`config.mk`:
```
export PLATFORM = sky130hd
export DESIGN_NAME = mips_multicycle_ctrl
export DESIGN_NICKNAME = d
export VERILOG_FILES = /design/src/rtl/mips_ctrl_pkg.sv /design/src/rtl/mips_ctrl_out_decode.sv /design/src/rtl/mips_multicycle_ctrl.sv
export SDC_FILE = /design/constraint.sdc
export NUM_CORES = 1
export LEC_CHECK = 0
export BUFFER_PORTS_ARGS = -buffer_cell sky130_fd_sc_hd__buf_2
export CORE_UTILIZATION = 30
export CTS_CLUSTER_DIAMETER = 150
export DETAILED_ROUTE_END_ITERATION = 12
export GPL_TIMING_DRIVEN = 0
export PLACE_DENSITY = 0.55
export SLEW_MARGIN = 10
export SYNTH_ARGS = -nofsm -noshare
export SYNTH_HDL_FRONTEND = slang
export SYNTH_SLANG_ARGS = --single-unit
```
`constraint.sdc`:
```
create_clock -name clk -period 2.2 [get_ports clk]
set_input_delay 0.55 -clock clk [delete_from_list [all_inputs] [get_ports clk]]
set_output_delay 0.55 -clock clk [all_outputs]
set_load 0.005 [all_outputs]
```
`src/rtl/mips_ctrl_pkg.sv`:
```
// Shared encodings for the multicycle MIPS control FSM.
// The HALT state is only reachable when MIPS_CTRL_ILLEGAL_TRAP_EN is defined.
package mips_ctrl_pkg;

  typedef enum logic [3:0] {
    S_FETCH  = 4'd0,
    S_DECODE = 4'd1,
    S_MEMADR = 4'd2,
    S_MEMRD  = 4'd3,
    S_MEMWB  = 4'd4,
    S_MEMWR  = 4'd5,
    S_EXEC   = 4'd6,
    S_ALUWB  = 4'd7,
    S_BRANCH = 4'd8,
    S_ADDIEX = 4'd9,
    S_ADDIWB = 4'd10,
    S_JUMP   = 4'd11,
    S_HALT   = 4'd12
  } state_t;

  localparam logic [5:0] OP_RTYPE = 6'b000000;
  localparam logic [5:0] OP_LW    = 6'b100011;
  localparam logic [5:0] OP_SW    = 6'b101011;
  localparam logic [5:0] OP_BEQ   = 6'b000100;
  localparam logic [5:0] OP_ADDI  = 6'b001000;
  localparam logic [5:0] OP_J     = 6'b000010;

  typedef enum logic [1:0] {
    ALU_ADD   = 2'b00,
    ALU_SUB   = 2'b01,
    ALU_FUNCT = 2'b10
  } alu_op_t;

  typedef enum logic [1:0] {
    SRCB_B      = 2'b00,
    SRCB_FOUR   = 2'b01,
    SRCB_IMM    = 2'b10,
    SRCB_IMM_SH = 2'b11
  } alu_src_b_t;

  typedef enum logic [1:0] {
    PC_ALU    = 2'b00,
    PC_ALUOUT = 2'b01,
    PC_JUMP   = 2'b10
  } pc_src_t;

  typedef struct packed {
    logic       pc_en;
    logic       ir_en;
    logic       mdr_en;
    logic       ab_en;
    logic       aluout_en;
    logic       reg_write;
    logic       mem_write;
    logic       iord;
    logic       reg_dst;
    logic       mem_to_reg;
    logic       alu_src_a;
    alu_src_b_t alu_src_b;
    alu_op_t    alu_op;
    pc_src_t    pc_src;
  } ctrl_word_t;

endpackage

```
`src/rtl/mips_ctrl_out_decode.sv`:
```
// Combinational Moore output decode: current state (+ zero in BRANCH) to control word.
module mips_ctrl_out_decode
  import mips_ctrl_pkg::*;
(
  input  state_t     state,
  input  logic       zero,
  output ctrl_word_t ctrl
);

  always_comb begin
    ctrl = '0;
    case (state)
      S_FETCH: begin
        ctrl.ir_en     = 1'b1;
        ctrl.pc_en     = 1'b1;
        ctrl.alu_src_b = SRCB_FOUR;
      end
      S_DECODE: begin
        ctrl.ab_en     = 1'b1;
        ctrl.aluout_en = 1'b1;
        ctrl.alu_src_b = SRCB_IMM_SH;
      end
      S_MEMADR, S_ADDIEX: begin
        ctrl.aluout_en = 1'b1;
        ctrl.alu_src_a = 1'b1;
        ctrl.alu_src_b = SRCB_IMM;
      end
      S_MEMRD: begin
        ctrl.iord   = 1'b1;
        ctrl.mdr_en = 1'b1;
      end
      S_MEMWB: begin
        ctrl.reg_write  = 1'b1;
        ctrl.mem_to_reg = 1'b1;
      end
      S_MEMWR: begin
        ctrl.iord      = 1'b1;
        ctrl.mem_write = 1'b1;
      end
      S_EXEC: begin
        ctrl.aluout_en = 1'b1;
        ctrl.alu_src_a = 1'b1;
        ctrl.alu_op    = ALU_FUNCT;
      end
      S_ALUWB: begin
        ctrl.reg_write = 1'b1;
        ctrl.reg_dst   = 1'b1;
      end
      S_BRANCH: begin
        ctrl.alu_src_a = 1'b1;
        ctrl.alu_op    = ALU_SUB;
        ctrl.pc_src    = PC_ALUOUT;
        ctrl.pc_en     = zero;
      end
      S_ADDIWB: ctrl.reg_write = 1'b1;
      S_JUMP: begin
        ctrl.pc_src = PC_JUMP;
        ctrl.pc_en  = 1'b1;
      end
      default: ctrl = '0;
    endcase
  end

endmodule

```
`src/rtl/mips_multicycle_ctrl.sv`:
```
// Multicycle MIPS control FSM: state register, next-state logic, reset/run gating.
// Define MIPS_CTRL_ILLEGAL_TRAP_EN to trap illegal opcodes into HALT with a sticky illegal_op flag.
module mips_multicycle_ctrl
  import mips_ctrl_pkg::*;
#(
  parameter int unsigned OPCODE_W = 6,
  parameter int unsigned STATE_W  = 4
) (
  input  logic                clk,
  input  logic                reset,
  input  logic                run,
  input  logic [OPCODE_W-1:0] opcode,
  input  logic                zero,
  output logic                pc_en,
  output logic                ir_en,
  output logic                mdr_en,
  output logic                ab_en,
  output logic                aluout_en,
  output logic                reg_write,
  output logic                mem_write,
  output logic                iord,
  output logic                reg_dst,
  output logic                mem_to_reg,
  output logic                alu_src_a,
  output logic [1:0]          alu_src_b,
  output logic [1:0]          alu_op,
  output logic [1:0]          pc_src,
  output logic [STATE_W-1:0]  state
`ifdef MIPS_CTRL_ILLEGAL_TRAP_EN
  ,
  output logic                illegal_op
`endif
);

  state_t     cur;
  ctrl_word_t dec;
  ctrl_word_t ctrl;

  always_ff @(posedge clk) begin
    if (!reset) begin
      cur <= S_FETCH;
`ifdef MIPS_CTRL_ILLEGAL_TRAP_EN
      illegal_op <= 1'b0;
`endif
    end else if (run) begin
      case (cur)
        S_FETCH: cur <= S_DECODE;
        S_DECODE: begin
          if (opcode == OPCODE_W'(OP_RTYPE))
            cur <= S_EXEC;
          else if (opcode == OPCODE_W'(OP_LW) || opcode == OPCODE_W'(OP_SW))
            cur <= S_MEMADR;
          else if (opcode == OPCODE_W'(OP_BEQ))
            cur <= S_BRANCH;
          else if (opcode == OPCODE_W'(OP_ADDI))
            cur <= S_ADDIEX;
          else if (opcode == OPCODE_W'(OP_J))
            cur <= S_JUMP;
          else begin
`ifdef MIPS_CTRL_ILLEGAL_TRAP_EN
            cur        <= S_HALT;
            illegal_op <= 1'b1;
`else
            // PC already advanced in FETCH, so dropping back makes this a NOP.
            cur <= S_FETCH;
`endif
          end
        end
        S_MEMADR: cur <= (opcode == OPCODE_W'(OP_LW)) ? S_MEMRD : S_MEMWR;
        S_MEMRD:  cur <= S_MEMWB;
        S_EXEC:   cur <= S_ALUWB;
        S_ADDIEX: cur <= S_ADDIWB;
`ifdef MIPS_CTRL_ILLEGAL_TRAP_EN
        S_HALT:   cur <= S_HALT;
`endif
        default:  cur <= S_FETCH;
      endcase
    end
  end

  mips_ctrl_out_decode u_decode (
    .state (cur),
    .zero  (zero),
    .ctrl  (dec)
  );

  // Reset clears everything; a stall only suppresses strobes, selects stay stable.
  always_comb begin
    ctrl = dec;
    if (!reset) begin
      ctrl = '0;
    end else if (!run) begin
      ctrl.pc_en     = 1'b0;
      ctrl.ir_en     = 1'b0;
      ctrl.mdr_en    = 1'b0;
      ctrl.ab_en     = 1'b0;
      ctrl.aluout_en = 1'b0;
      ctrl.reg_write = 1'b0;
      ctrl.mem_write = 1'b0;
    end
  end

  assign pc_en      = ctrl.pc_en;
  assign ir_en      = ctrl.ir_en;
  assign mdr_en     = ctrl.mdr_en;
  assign ab_en      = ctrl.ab_en;
  assign aluout_en  = ctrl.aluout_en;
  assign reg_write  = ctrl.reg_write;
  assign mem_write  = ctrl.mem_write;
  assign iord       = ctrl.iord;
  assign reg_dst    = ctrl.reg_dst;
  assign mem_to_reg = ctrl.mem_to_reg;
  assign alu_src_a  = ctrl.alu_src_a;
  assign alu_src_b  = ctrl.alu_src_b;
  assign alu_op     = ctrl.alu_op;
  assign pc_src     = ctrl.pc_src;
  assign state      = STATE_W'(cur);

endmodule

```
## Yosys cells after proc, flatten, opt, wreduce, memory -nomap -nowiden

Index checks and enable logic that the tools add are counted.

| word-level totals | value |
|---|---|
| register bits after elaboration | 4 |
| input port bits | 10 |
| output and inout bits | 21 |
| logic and storage cells | 50 |

| cells by class | value |
|---|---|
| eq/ne operators | 16 |
| muxes and demuxes | 24 |
| reductions and logical operators | 9 |

Operator list:

| kind | number |
|---|---|
| $pmux 4 s6 | 1 |
| $mux 4 | 5 |
| $eq 4x3->1 const B | 4 |
| $eq 4x4->1 const B | 4 |
| $mux 7 | 2 |
| $eq 6x6->1 const B | 2 |
| $mux 1 | 10 |
| $mux 10 | 1 |
| $eq 4x2->1 const B | 2 |
| $pmux 2 s2 | 2 |
| $reduce_or 4->1 | 2 |
| $eq 6x2->1 const B | 1 |
| $eq 6x3->1 const B | 1 |
| $eq 6x4->1 const B | 1 |
| $logic_not 6->1 | 1 |
| $pmux 2 s3 | 1 |
| $reduce_or 2->1 | 3 |
| $eq 4x1->1 const B | 1 |
| $logic_not 4->1 | 1 |
| $mux 3 | 1 |
| $reduce_or 3->1 | 1 |
| $pmux 1 s2 | 1 |
| $logic_or 1x1->1 | 1 |

## Longest topological paths before layout

Gate-level depths: netlist (run 1).

| logic depth | value |
|---|---|
| depth in word-level cells | 7 |
| depth in mapped cells | 5 |
| gate-level depth less buffers | 4 |

## Modules after synthesis

A second synthesis (run 1) with hierarchy kept.

| unflattened totals | value |
|---|---|
| cell total of the unflattened synthesis | 96 |
| area, all modules | 686.9 µm² |

Modules (own cells, without submodules):

| module | times used | cells an instance | area an instance (µm²) | sequential area each (µm²) |
|---|---|---|---|---|
| mips_multicycle_ctrl | 1 | 64 | 476.7 | 80.1 |
| mips_ctrl_out_decode | 1 | 32 | 210.2 | 0.0 |

## Least setup slack after synthesis (run 1)

Ideal clock, no wire load.

| timing path | value |
|---|---|
| path type | reg2out |
| from | register cur[0], in the netlist state[0] |
| to | output reg_write |
| data arrival time | 1247 ps |
| required time | 1650 ps |
| slack | 403 ps |
| stages on the path, launching flop included | 6 |
| path buffers | 1 |
| cells stage by stage | dfxtp_1 > clkbuf_1 > or3b_2 > o21ai_0 > a22oi_1 > nor2_1 |

| between the ends | value |
|---|---|
| longest elaborated chain between the ends | 5 |
| elaborated cells between the ends (all ways) | 7 |
| those cells by class | eq/ne: 3; mux: 3; reduce/logical: 1 |

RTL lines:

| item | line | source |
|---|---|---|
| start: declaration | mips_multicycle_ctrl.sv:35 | `state_t cur;` |
| start signal: assignment | mips_multicycle_ctrl.sv:69 | `S_MEMADR: cur <= (opcode == OPCODE_W'(OP_LW)) ? S_MEMRD : S_MEMWR;` |
| $eq 4x4->1 or $eq 4x3->1 (tied branches) | mips_ctrl_out_decode.sv:12 | `case (state)` |
| $reduce_or 3->1 (no line) * | n/a |  |
| $mux 1 * | mips_ctrl_out_decode.sv:12 |  |
| $mux 7 * | mips_multicycle_ctrl.sv:92 | `end else if (!run) begin` |
| $mux 7 * | mips_multicycle_ctrl.sv:90 | `if (!reset) begin` |
| end: declaration | mips_multicycle_ctrl.sv:19 | `output logic reg_write,` |

Every way passes the cells marked *; elsewhere a longest branch is shown, timed or not.

## Worst setup path in the final report (run 1)

| timing path | value |
|---|---|
| from | register cur[1], in the netlist state[1] |
| to | output alu_src_b[1] |

| between the ends | value |
|---|---|
| longest elaborated chain between the ends | 4 |
| elaborated cells between the ends (all ways) | 7 |
| those cells by class | eq/ne: 3; mux: 2; reduce/logical: 2 |

RTL lines:

| item | line | source |
|---|---|---|
| $eq 4x2->1 or $eq 4x4->1 (tied branches) | mips_ctrl_out_decode.sv:12 |  |
| $reduce_or 2->1 | n/a |  |
| $pmux 2 s3 * | mips_ctrl_out_decode.sv:12 |  |
| $mux 10 * | mips_multicycle_ctrl.sv:90 |  |
| end: declaration | mips_multicycle_ctrl.sv:25 | `output logic [1:0] alu_src_b,` |

Marked as above.

==> reports/results.ini, run 1 <==
[run_status]
status=complete, no violations

[placed_design]
gp_congestion=0.789
port-buffer-count=30
place_ws_ns=0.0695
hpwlAfterDp_mm=1.35
placed_cell_area_um2=746

[flow_run]
cap_violations=0

[logic_synthesis]
synth_top_area_cell=dfxtp_1
synthTopCellsByArea=dfxtp_1, o21ai_0, nor4_1
syn_area_per_cell_um2=6.56
synth_seq_cells=4
async_reset_ff_share_pct=0
syn_inst=86
yosys.area.top_type_share_pct=14.2
synth_common_cells=nor2_1, o21ai_0, nand2_1, nor3_1
ys_warn_count=0
synth_area_um2=564
syn_nets=96
synth_ff_type=dfxtp_1
synth.most_common_cell=nor2_1
ys_seq_area_share_pct=14.2
synth-edff-count=0
yosysUniqueCellTypes=36

[final_layout]
layout-drive-gt1-share_pct=38.1
largest_reg_flops=4
antennaDiodeCount=0
finish.instance_area_um2=786
multi_input_area_um2=428
syn_to_final_growth_pct=39.2
seqCellArea_um2=85.1
fillers=210
nNetsFinal=130

[cts]
clkTransAtPathRegs_ns=0.04
cts_hold_buf=0
numCtsBuffers=3
clk_path_buf_depth=2
clock-root-buffer=clkbuf_4
cts_tree=built
cts_setup_buffers=0
cts_max_level=1
clkLatencyLatePin_ns=0.24
cts.sinks=4

[global_routing]
grt_pass1_wl_mm=2.98
antenna_found_initial=0
grt_max_degree=11
grt_pass1_vias=658
grt-ovfl-total=0
grt_use_total_pct=20.1

[sta]
hold_viol=0
setup_tns_ns=0
max_slew_margin_pct=73.2
fmax_ghz=0.473
slew_violations=0
period_needed_ns=2.11
min_period_over_period_pct=96.0
tightest_slew_ns=0.403
fin_skew_ns=0.00449
layout_setup_ws_ns=0.0876
setup_viol=0
fin_hold_ws_ns=0.578

[routing]
drt_iter0_markers=15
wirelength_mm=1.86
drt-vias-per-instance=5.52
drc_errors=0
wl_per_cell_um=13.0
vias=790
drtAntennaViolNets=0
drt_first_pass_iters=4

[worst_setup_path]
crit_path_start_kind=flip-flop
cp.required_ns=1.65
critPathArrivalTime_ns=1.56
cp_max_fo=6
path_class=flip-flop to primary output
cp-end-kind=primary output

[worst_hold_path]
min-delay-path-class=flip-flop to flip-flop

[pwr]
p_leak_nw=0.352
p_per_area_nw_per_um2=330
power_mw=0.260
max-vdd-ir-drop_uv=143

[floorplan]
die_y_um=45.4
core_area_um2=1750
initial_utilization_pct=32.3
die_width_um=45.4
dieArea_um2=2060
rows=15
pin_count=31

==> layout by cell type, fill, tap and decap left out, types with 2 or more instances in the layout <==
cell      synthesis  layout
a21oi_1           5       5
a22oi_1           2       2
a31oi_1           2       2
buf_2             3      31
buf_6             1       3
clkbuf_4          0       4
dfxtp_1           4       2
inv_1             5       5
nand2_1           6       6
nand2b_1          3       3
nand3_1           2       2
nor2_1            8       8
nor3_1            6       6
nor4_1            5       5
o21ai_0           7       6
or3b_2            2       2
or4_1             2       2
xor2_1            2       2
==> critical path: stages, from the launching register on <==
cell and delay (ns):
dfxtp_1 0.44, or3b_2 0.54, a211oi_1 0.20, buf_2 0.14
==> stage by stage <==
stage / instances / util (%)
after CTS: 144 / 44.4
final: 143 / 45.0
after floorplan: 86 / -
after global routing: 143 / 45.0
after global placement: 141 / 42.7
after detailed placement: 141 / 42.7
==> kinds of logic (layout without fill, tap and decap cells) <==
logic type / count (synthesis) / after routing / share of synthesized area (%)
DFF: 4 / 4 / 14.2
buffers and inverters: 12 / 44 / 9.98
xor gates and xnor gates: 2 / 2 / 3.10
AOI/OAI and AO/OA: 26 / 26 / 30.4
and+or+nand+nor: 42 / 42 / 42.4
==> path summary, 6_finish.rpt <==
kind | start | end | slack, ns | cells past startpoint
worst max-delay path | state[1] | alu_src_b[1] | 0.09 | 3
worst min-delay path | state[0] | state[3] | 0.58 | 2
worst max register to register | state[1] | state[2] | 0.64 | 5
worst min register to register | state[0] | state[3] | 0.58 | 2
==> power by group <==
part           switching, mW  internal (mW)
clock                 0.0343         0.0613
combinational         0.0492         0.0348
sequential           0.00465         0.0754
==> routing by layer <==
layer | routed length, um | GRT usage [%]
met1 | 831 | 27.6
met2 | 923 | 32.2
met3 | 83 | 2.38
met4 | 17 | 7.27
met5 | 0 | 0
==> what timing repair did <==
action | CTS | global route
hold endpoints to repair | 0 | 0
endpoints found under the setup margin | 1 | 7
resized for setup | 3 | 8
gates cloned | 0 | 0
==> layout make-up <==
class	instances	area share, %
Multi-Input combinational cell	70	54.5
Tap cell	25	3.98
Clock buffer	3	2.87
Buffer	6	6.37
Inverter	5	2.39
Timing Repair Buffer	30	19.1
Sequential cell	4	10.8
(Power assumes the default switching activity.)
==> run 2, diff against run 1 <==
==> constraint.sdc (replaced) <==
create_clock -name clk -period 2.2 [get_ports clk]
set_input_delay 0.22 -clock clk [delete_from_list [all_inputs] [get_ports clk]]
set_output_delay 0.22 -clock clk [all_outputs]
set_load 0.005 [all_outputs]
==> reports/results.ini, run 2 (synthesis gave the netlist of run 1 again) <==
[run_status]
status=complete, no violations

[floorplan]
core_area_um2=1750
initial_utilization_pct=32.3
die_width_um=45.4
rows=15
die_y_um=45.4
dieArea_um2=2060
pin_count=31

[routing]
drt-vias-per-instance=5.37
wl_per_cell_um=12.6
drt_iter0_markers=10
drc_errors=0
wirelength_mm=1.82
vias=773
drt_first_pass_iters=4
drtAntennaViolNets=0

[worst_setup_path]
critPathArrivalTime_ns=1.71
crit_path_start_kind=flip-flop
cp.required_ns=1.98
crit_start=state[0]
cp_max_fo=10
r2r-start=state[1]
cp-end-kind=primary output
path_class=flip-flop to primary output
reg2reg_depth=5
endpoint=reg_write
regToRegSetupSlack_ns=0.61
r2r-end=state[2]

[final_layout]
layout-drive-gt1-share_pct=35.3
syn_to_final_growth_pct=36.1
nNetsFinal=131
fillers=207
largest_reg_flops=4
antennaDiodeCount=0
final_common_cell=buf_2
layout_common_cells=buf_2, nor2_1, o21ai_0
fin_util_pct=44.0

[cts]
clkLatencyLatePin_ns=0.24
cts.sinks=4
numCtsBuffers=3
ctsResizeCount=0
clock-root-buffer=clkbuf_4
cts_tree=built
cts_max_level=1
clk_path_buf_depth=2
clkTransAtPathRegs_ns=0.04
cts_setup_buffers=0
cts_hold_buf=0

[sta]
setup_tns_ns=0
period_needed_ns=1.93
max_slew_margin_pct=72.9
fmax_ghz=0.519
tightest_slew_ns=0.407
min_period_over_period_pct=87.6
hold_viol=0
setup_viol=0
fin_skew_ns=0.00333
slew_violations=0
rsz0062_at_grt=false

[flow_run]
cap_violations=0

[global_routing]
grt_max_degree=11
grt_pass1_wl_mm=2.97
grt-ovfl-total=0
grt_use_total_pct=19.9
grt_pass1_vias=659
antenna_found_initial=0

[worst_hold_path]
worstHoldPathCells=3
min-delay-path-class=primary input to flip-flop

[pwr]
p_leak_nw=0.348
p_per_area_nw_per_um2=334
power_mw=0.256
max-vdd-ir-drop_uv=124

[placed_design]
gp_congestion=0.789
hpwlAfterDp_mm=1.35
port-buffer-count=30

run 2: layer usage:
metal	GRT usage (%)	wire (um)
met2	31.9	905
met3	2.38	68
met4	7.27	17
met1	27.3	828
met5	0	0
run 2: power breakdown:
part / internal, mW / switching, mW / leakage (nW)
clock: 0.0613 / 0.0343 / 0.0138
sequential: 0.0751 / 0.00403 / 0.0325
combinational: 0.0321 / 0.0494 / 0.302
total: 0.169 / 0.0877 / 0.348
run 2: through the flow:
step	setup slack, ns	hold WS, ns	instance area, um2	instances
after floorplan	0.733	0.358	564	86
after global placement	0.540	0.563	746	141
after detailed placement	0.526	0.564	746	141
after CTS	0.268	0.315	768	144
after global routing	0.117	0.328	768	144
final	0.274	0.317	768	144
run 2: worst min path at each step:
stage               start  endpoint  slack (ns)
floorplan           reset  state[2]        0.36
global placement    reset  state[2]        0.56
detailed placement  reset  state[2]        0.56
CTS                 reset  state[2]        0.32
global route        reset  state[2]        0.33
finish              reset  state[2]        0.32
run 2: layout make-up:
type                       count  area [um2]  share of cell area, %
sequential                     4        80.1                   10.4
timing repair buffer          30         150                   19.5
clock buffer                   3        22.5                   2.93
tap                           25        31.3                   4.07
inverter                       5        18.8                   2.44
multi-input combinational     70         428                   55.7
buffer                         7        37.5                   4.89
run 2: critical path, cell delays in order (launching register included):
cell      delay (ns)
dfxtp_1         0.37
clkbuf_1        0.25
or3b_2          0.48
o21ai_0         0.08
a22oi_1         0.08
nor2_1          0.09
buf_2           0.11
==> run 3, diff against run 2 <==
- ABC_AREA: unset -> 1
- PLACE_DENSITY: 0.55 -> 0.56
==> reports/results.ini, run 3 <==
[run_status]
violations=DRC
status=finished with violations

[cts]
clock-root-buffer=clkbuf_4
ctsResizeCount=0
clkLatencyLatePin_ns=0.23
numCtsBuffers=3
cts_tree=built
clkTransAtPathRegs_ns=0.04
cts_hold_buf=0
cts.sinks=4
cts_max_level=1
cts_setup_buffers=0
clk_path_buf_depth=2

[floorplan]
core_area_um2=1580
die_y_um=44.2
die_width_um=44.2
pin_count=31
rows=14
dieArea_um2=1950
initial_utilization_pct=33.8

[final_layout]
antennaDiodeCount=0
nNetsFinal=149
layout-drive-gt1-share_pct=32.1
largest_reg_flops=4
instances_no_fill=153
syn_to_final_growth_pct=36.2
layout_common_cells=nand2_1, buf_2, nor2_1
finish.instance_area_um2=726
fin_util_pct=46.0

[flow_run]
cap_violations=0

[logic_synthesis]
post_synth_xor_area_fraction_pct=0
yosys.area_share.simple_pct=59.4
synthMuxAreaShare_pct=0
synth_ff_type=dfxtp_1
synthTopCellsByArea=nand2_1, dfxtp_1, nor2_1
synth_compound_area_share_pct=13.6
ys_warn_count=0
synth-edff-count=0
synth_common_cells=nand2_1, nor2_1, inv_1
synth.most_common_cell=nand2_1
ys_seq_area_share_pct=15.0
yosysUniqueCellTypes=17
syn_area_per_cell_um2=5.13
synth_seq_cells=4
async_reset_ff_share_pct=0
synth_top_area_cell=nand2_1
yosys.area.top_type_share_pct=21.1
synthAdderAreaFrac_pct=0
synth_top_family_by_area=simple AND/OR/NAND/NOR gates
synth_area_um2=533
syn_inst=104
syn_nets=114

[pwr]
p_switching_mw=0.0697
pwr-share-clk_pct=38.6
p_int_mw=0.159
max-vdd-ir-drop_uv=261
swShare_pct=30.5
seqPwrFrac_pct=34.4
combPwrFrac_pct=26.9
p_per_area_nw_per_um2=315
p_leak_nw=0.421

[sta]
min_period_over_period_pct=80.6
period_needed_ns=1.77
rsz0062_at_grt=false
max_slew_margin_pct=66.3
hold_viol=0
layout_setup_ws_ns=0.427
tightest_slew_ns=0.505
fmax_ghz=0.564
setup_viol=0
slew_violations=0
fin_skew_ns=0.00192
setup_tns_ns=0

[worst_setup_path]
crit_chain=inv_2, nand2_1, inv_1, nand2_1, o21ai_0, a31oi_1, nor2_1, buf_2
critPathArrivalTime_ns=1.55
crit_start=state[1]
path_class=flip-flop to primary output
critPathBufInv=3
r2r-end=state[1]
endpoint=pc_en
regToRegSetupSlack_ns=0.88
cpMostUsedCell=nand2_1
cp.required_ns=1.98
reg2reg_depth=8
slowest_delay_ns=0.49
cp_max_fo=7
cp-end-kind=primary output
cp.depth=8
crit_family=flip-flops
cpMaxStageDelayCell=dfxtp_1
r2r-start=state[3]
crit_path_start_kind=flip-flop

[placed_design]
place_ws_ns=0.678
port-buffer-count=30
gp_congestion=0.819
placed_cells=150
placed_cell_area_um2=703
hpwlAfterDp_mm=1.24

[routing]
drc_errors=2
drt-vias-per-instance=4.76
drtAntennaViolNets=0
drt_first_pass_iters=8
wl_per_cell_um=9.69
drt_iter0_markers=24
vias=728
wirelength_mm=1.48

[global_routing]
grt-ovfl-total=0
grt_use_total_pct=16.9
grt_pass1_wl_mm=2.55
grt_pass1_vias=645
grt_max_degree=11
antenna_found_initial=0

[worst_hold_path]
min-delay-path-class=primary input to flip-flop

run 3: power by group through the flow:
stage          registers, mW  clock network [mW]  logic, mW
2_1_floorplan         0.0793                   0     0.0360
3_3_place_gp          0.0799                   0     0.0610
3_5_place_dp          0.0797                   0     0.0613
4_1_cts               0.0786              0.0950     0.0615
5_1_grt               0.0789              0.0959     0.0702
6_report              0.0787              0.0883     0.0615
run 3: worst min-delay path, stage by stage:
cell and delay [ns]:
buf_2 0.14, nand2_1 0.08, a21oi_2 0.05
run 3: kinds of logic after synthesis:
group                  after synthesis
AOI/OAI and AO/OA                   12
buffers and inverters               17
DFF                                  4
and+or+nand+nor                     71
run 3: how the worst min path moves through the flow:
stage,start,endpoint,slack (ns),cells after the start
3_5_place_dp,run,state[2],0.54,3
2_1_floorplan,run,state[3],0.36,2
3_3_place_gp,run,state[0],0.53,3
4_1_cts,run,state[0],0.29,3
5_1_grt,run,state[2],0.31,3
6_report,run,state[2],0.30,3
run 3: cell type report:
| class | instances | area, um2 |
|---|---|---|
| sequential | 4 | 80.1 |
| fill | 180 | 851 |
| tap | 16 | 20.0 |
| timing repair buffer | 30 | 150 |
| buffer | 1 | 3.75 |
| clock buffer | 3 | 22.5 |
| multi-input combinational | 83 | 389 |
| inverter | 16 | 60.1 |
run 3: through the flow:
step | total power [mW] | hold slack (ns)
floorplan | 0.115 | 0.363
global placement | 0.141 | 0.528
detailed placement | 0.141 | 0.543
CTS | 0.235 | 0.294
global route | 0.245 | 0.310
finish | 0.229 | 0.303
run 3: routing by layer:
metal	up-vias	part of all wire [%]	routed length [um]	GRT usage, %
li1	393	-	-	-
met1	321	51	750	22.7
met2	14	47	696	28.5
met3	0	2.4	35	0
met4	0	0	0	7.27
met5	-	0	0	0
